===== src/rtl/stream_demux_pkg.sv =====
//------------------------------------------------------------------------------
// Module   : stream_demux_pkg
// Brief    : Shared sizing helpers and types for the stream_demux block.
// Revision : 1.0 - initial release
//------------------------------------------------------------------------------
`default_nettype none

package stream_demux_pkg;

    localparam int DEMUX_MAX_OUT   = 64;
    localparam int DEMUX_SEL_MAX_W = 6;

    typedef logic [DEMUX_SEL_MAX_W-1:0] demux_sel_t;

    // A single-channel select still needs a one-bit port.
    function automatic int clog2_min1(input int n);
        int r;
        r = 0;
        for (int i = 0; i < 31; i++) begin
            if ((1 << i) < n) begin
                r = i + 1;
            end
        end
        return (r < 1) ? 1 : r;
    endfunction

endpackage

`default_nettype wire


===== src/rtl/demux_slot.sv =====
//------------------------------------------------------------------------------
// Module   : demux_slot
// Brief    : One-entry output register slice; drain and refill in one cycle.
// Revision : 1.0 - initial release
//------------------------------------------------------------------------------
`default_nettype none

module demux_slot #(
    parameter int DATA_W = 8
) (
    input  logic              clk,
    input  logic              rst,
    input  logic              load,
    input  logic [DATA_W-1:0] load_data,
    input  logic              ready,
    output logic              valid,
    output logic [DATA_W-1:0] data,
    output logic              free
);

    logic              valid_q;
    logic              valid_d;
    logic [DATA_W-1:0] data_q;
    logic [DATA_W-1:0] data_d;

    always_comb begin
        valid_d = valid_q;
        data_d  = data_q;
        if (valid_q && ready) begin
            valid_d = 1'b0;
        end
        if (load) begin
            valid_d = 1'b1;
            data_d  = load_data;
        end
    end

    always_ff @(posedge clk) begin
        if (rst) begin
            valid_q <= 1'b0;
            data_q  <= '0;
        end else begin
            valid_q <= valid_d;
            data_q  <= data_d;
        end
    end

    assign valid = valid_q;
    assign data  = data_q;
    assign free  = !valid_q || ready;

endmodule

`default_nettype wire


===== src/rtl/stream_demux.sv =====
//------------------------------------------------------------------------------
// Module   : stream_demux
// Brief    : Valid/ready stream demultiplexer to N_OUT independently stalling
//            channels. Define STREAM_DEMUX_BCAST_EN to add the in_bcast port.
// Revision : 1.0 - initial release
//------------------------------------------------------------------------------
`default_nettype none

module stream_demux
    import stream_demux_pkg::*;
#(
    parameter int  DATA_W = 8,
    parameter int  N_OUT  = 8,
    localparam int SEL_W  = clog2_min1(N_OUT)
) (
    input  logic                    clk,
    input  logic                    rst,
    input  logic                    in_valid,
    output logic                    in_ready,
    input  logic [DATA_W-1:0]       in_data,
    input  logic [SEL_W-1:0]        in_sel,
`ifdef STREAM_DEMUX_BCAST_EN
    input  logic                    in_bcast,
`endif
    output logic [N_OUT-1:0]        out_valid,
    input  logic [N_OUT-1:0]        out_ready,
    output logic [N_OUT*DATA_W-1:0] out_data,
    output logic                    err_sel,
    input  logic                    err_clr
);

    localparam int PAD_W = 1 << SEL_W;

    logic [N_OUT-1:0] w_slot_free;
    logic [N_OUT-1:0] w_load;
    logic [PAD_W-1:0] w_free_pad;
    logic [PAD_W-1:0] w_range_pad;
    logic             w_bcast;
    logic             w_in_range;
    logic             w_accept;
    logic             err_sel_q;
    logic             err_sel_d;

`ifdef STREAM_DEMUX_BCAST_EN
    assign w_bcast = in_bcast;
`else
    assign w_bcast = 1'b0;
`endif

    // Unused select codes read as "free" so out-of-range beats are swallowed.
    always_comb begin
        w_free_pad              = '1;
        w_free_pad[N_OUT-1:0]   = w_slot_free;
        w_range_pad             = '0;
        w_range_pad[N_OUT-1:0]  = '1;
        w_in_range              = w_range_pad[in_sel];
        in_ready                = w_bcast ? (&w_slot_free) : w_free_pad[in_sel];
        w_accept                = in_valid && in_ready;

        err_sel_d = err_sel_q;
        if (err_clr) begin
            err_sel_d = 1'b0;
        end
        if (w_accept && !w_bcast && !w_in_range) begin
            err_sel_d = 1'b1;
        end
    end

    always_ff @(posedge clk) begin
        if (rst) begin
            err_sel_q <= 1'b0;
        end else begin
            err_sel_q <= err_sel_d;
        end
    end

    assign err_sel = err_sel_q;

    generate
        for (genvar k = 0; k < N_OUT; k++) begin : g_slot
            assign w_load[k] = w_accept && (w_bcast || (in_sel == SEL_W'(k)));

            demux_slot #(
                .DATA_W (DATA_W)
            ) u_slot (
                .clk       (clk),
                .rst       (rst),
                .load      (w_load[k]),
                .load_data (in_data),
                .ready     (out_ready[k]),
                .valid     (out_valid[k]),
                .data      (out_data[k*DATA_W +: DATA_W]),
                .free      (w_slot_free[k])
            );
        end
    endgenerate

endmodule

`default_nettype wire

===== config.mk =====
export PLATFORM = sky130hd
export DESIGN_NAME = stream_demux
export DESIGN_NICKNAME = d
export VERILOG_FILES = /design/src/rtl/stream_demux_pkg.sv /design/src/rtl/demux_slot.sv /design/src/rtl/stream_demux.sv
export SDC_FILE = /design/constraint.sdc
export NUM_CORES = 1
export LEC_CHECK = 0
export ABC_CLOCK_PERIOD_IN_PS = 2600
export CAP_MARGIN = 30
export CORE_ASPECT_RATIO = 1.75
export CORE_MARGIN = 2
export CORE_UTILIZATION = 50
export CTS_CLUSTER_DIAMETER = 60
export DETAILED_ROUTE_END_ITERATION = 12
export GPL_TIMING_DRIVEN = 0
export PLACE_DENSITY_LB_ADDON = 0.2
export SYNTH_ARGS = -nofsm -noshare
export SYNTH_HDL_FRONTEND = slang
export SYNTH_SLANG_ARGS = --single-unit

===== constraint.sdc =====
create_clock -name clk -period 2.6 [get_ports clk]
set_input_delay 0.39 -clock clk [delete_from_list [all_inputs] [get_ports clk]]
set_output_delay 0.39 -clock clk [all_outputs]
set_load 0.02 [all_outputs]

==> results.cfg <==
[die]
start_util_pct = 51.43
rows = 38
dieArea_mm2 = 0.006985
fp.dieH_um = 109.1
die_w_um = 64.04
fp.coreArea_mm2 = 0.006133
io_pins = 97

[critical_path]
crit_fanout = 9
r2r_end = g_slot[2].u_slot.data[3]$_SDFFE_PP0P_
startpoint_type = input port
critPathTopFamily = buffers and inverters
end_kind = output pin
crit_arrival_ns = 2.11
slowest_delay_ns = 0.47
crit_type = in2out
crit_chain = clkdlybuf4s50_1 > nand2b_1 > clkbuf_1 > o22ai_1 > o32ai_1 > dlygate4sd1_1
reg2reg_from = g_slot[2].u_slot.valid$_SDFFE_PP0P_
reg2regPathDepth = 4
crit_buf_inv = 3
required_ns = 2.21
reg2reg_slack_ns = 1.34
worst_path_max_delay_cell = clkdlybuf4s50_1

[clock_tree]
clk_pin_slew_worst_paths_ns = 0.07
htree_num_levels = 3
cts_buffer_depth = 2
cts_tree = done
clkLatencyLatePin_ns = 0.35
cts_inserted_buffers = 9
cts_sinks = 72
ctsRootBufferMaster = clkbuf_8
postCtsHoldBufs = 0

[route]
drc = 0
drtIter0Drc = 212
wl_per_cell_um = 16.74
wl_mm = 9.309
drt-vias-per-instance = 5.862
dr_total_vias = 3259
ant_nets = 0
dr.pass1.iters = 4

[pwr]
vdd_drop_max_v = 0.0004145
p_leak_nw = 1.415
powerDensity_mw_per_mm2 = 525.2

[timing]
finalSetupViolations = 0
final.min_clock_period_ns = 2.502
grt_setup_unrepaired = no
fmax_ghz = 0.3997
skew_ns = 0.004770
hold_viol_final = 0
drv_slew = 0
finalCritPeriodShare_pct = 96.24
final.setup.worst_slack_ns = 0.09788
worstMarginPinSlew_ns = 0.6654
relSlewSlack_pct = 55.64

[finish]
antennaDiodeCount = 0
fin_util_pct = 69.93
final_area_mm2 = 0.004289
drive_gt1_share_pct = 9.664
fin_nets = 494
syn2layout_area_growth_pct = 35.98

[global_route]
grt_pass1_vias = 3029
grt_max_degree = 12
antenna_found_initial = 0
grt_pass1_wl_mm = 14.39
grt_overflow_total = 0
track_usage_pct = 26.64

[placed_design]
dp_slack_ns = -0.3205
place_hpwl_mm = 6.401
port_buffers = 85
place_area_mm2 = 0.004105
gp_congestion = 0.8803

[logic_synthesis]
yosysTopAreaCell = dfxtp_1
yosysWarnings = 0
syn-cell-area_mm2 = 0.003154
ys_seq_area_share_pct = 45.70
yosys.area.top_type_share_pct = 45.70
syn_inst = 375
synth.net_count = 398
avgSynthCellArea_um2 = 8.411
ys_ff_latch = 72
synth_area_leaders = dfxtp_1, a21oi_1, nand3_1
synth.distinct_cells = 34

[min_path]
worst_hold_path_type = reg2reg
hold_path_depth = 2
holdPathEnd = g_slot[3].u_slot.data[4]$_SDFFE_PP0P_
min_from = g_slot[3].u_slot.data[4]$_SDFFE_PP0P_

[run_status]
status = finished, final reports clean

[flow_run]
cap_violations = 0
==> state kept, by name (all words and copies together), names as in the netlist <==
name and flops:
g_slot.u_slot.data 64, g_slot.u_slot.valid 8
==> per-stage QoR <==
step	setup TNS (ns)	total power, W	instances	hold WS [ns]
finish	0	0.002252	556	0.4723
detailed placement	-0.3205	0.001431	540	0.4675
global placement	-0.3501	0.001426	540	0.4570
floorplan	0	0.001316	375	0.5483
global route	0	0.002321	556	0.4812
CTS	0	0.002250	556	0.4598
==> report_power, final <==
group / switching (W) / leakage (nW) / internal [W] / total (W)
Clock: 0.000403 / 0.0941 / 0.000439 / 0.000842
Sequential: 0.0000133 / 0.583 / 0.00113 / 0.00114
Combinational: 0.000161 / 0.738 / 0.000109 / 0.000271
==> worst register-to-register path: cells and delay by family (launching register included) <==
family	cells	cell delay, ns
buffers and inverters	1	0.35
AOI/OAI and AO/OA	2	0.35
and+or+nand+nor	1	0.13
DFF	1	0.35
==> per-layer routing <==
metal / global-route usage (%) / wire [um] / share of wire (%)
met1: 29.94 / 3393 / 36
met4: 18.32 / 386 / 4.1
met3: 5.470 / 775 / 8.3
met2: 44.64 / 4753 / 51
met5: 0 / 0 / 0
==> cell usage after synthesis <==
master     instances
nand3b_1           2
nor2_1             2
nand2b_1          10
conb_1             1
nor2b_1           10
o31ai_1           16
and4b_1            2
clkbuf_1          25
or4b_1             1
buf_1              3
or4bb_1            1
buf_6              3
and4_1             1
nand4b_1           2
nand4_1           17
or3b_2             1
o311ai_0           1
nor4b_4            1
a21boi_0           1
clkbuf_2           1
dfxtp_1           72
buf_4             11
a21oi_1           73
nand2_1            1
o21ai_0           45
o21ai_1            3
o32ai_1            1
and2_1             1
nand3_1           48
nand4bb_1          2
and4bb_2           2
or3b_1             1
buf_2             13
o22ai_1            1
==> logic make-up (layout without fill, tap and decap cells) <==
family,Yosys count,in the layout,synth area share [%]
compound gates,141,141,24.00
other cells,1,1,0.1189
simple gates,105,105,20.94
flops,72,72,45.70
buf+inv,56,157,9.242
==> layout make-up <==
class,count,area [um^2]
fill,509,1844
sequential,72,1441
multi-input combinational,247,1424
timing repair buffer,85,852.1
buffer,56,291.5
clock buffer,12,135.1
tap,80,100.1
clock inverter,4,45.04
==> placed cells by master, fill, tap and decap left out, types with 9 or more instances in the layout <==
| master | count |
|---|---|
| a21oi_1 | 73 |
| buf_2 | 13 |
| buf_4 | 11 |
| clkbuf_1 | 28 |
| clkbuf_8 | 9 |
| clkdlybuf4s50_1 | 83 |
| dfxtp_1 | 72 |
| nand2b_1 | 10 |
| nand3_1 | 48 |
| nand4_1 | 17 |
| nor2b_1 | 10 |
| o21ai_0 | 45 |
| o31ai_1 | 16 |
==> timing repair <==
action / 4_1_cts / 5_1_grt
setup endpoints to repair: 1 / 1
buffers inserted: 0 / 0
gates cloned: 0 / 0
gates resized for setup: 2 / 3
==> how the worst max path moves through the flow <==
| stage | from | to | slack, ns | depth (start not counted) |
|---|---|---|---|---|
| 2_1_floorplan | in_sel[1] | in_ready | 0.64 | 5 |
| 3_3_place_gp | in_sel[0] | in_ready | -0.35 | 7 |
| 3_5_place_dp | in_sel[0] | in_ready | -0.32 | 7 |
| 4_1_cts | in_sel[0] | in_ready | 0.01 | 6 |
| 5_1_grt | out_ready[4] | in_ready | 0.04 | 6 |
| 6_report | out_ready[3] | in_ready | 0.1 | 6 |
(Power assumes the default switching activity.)
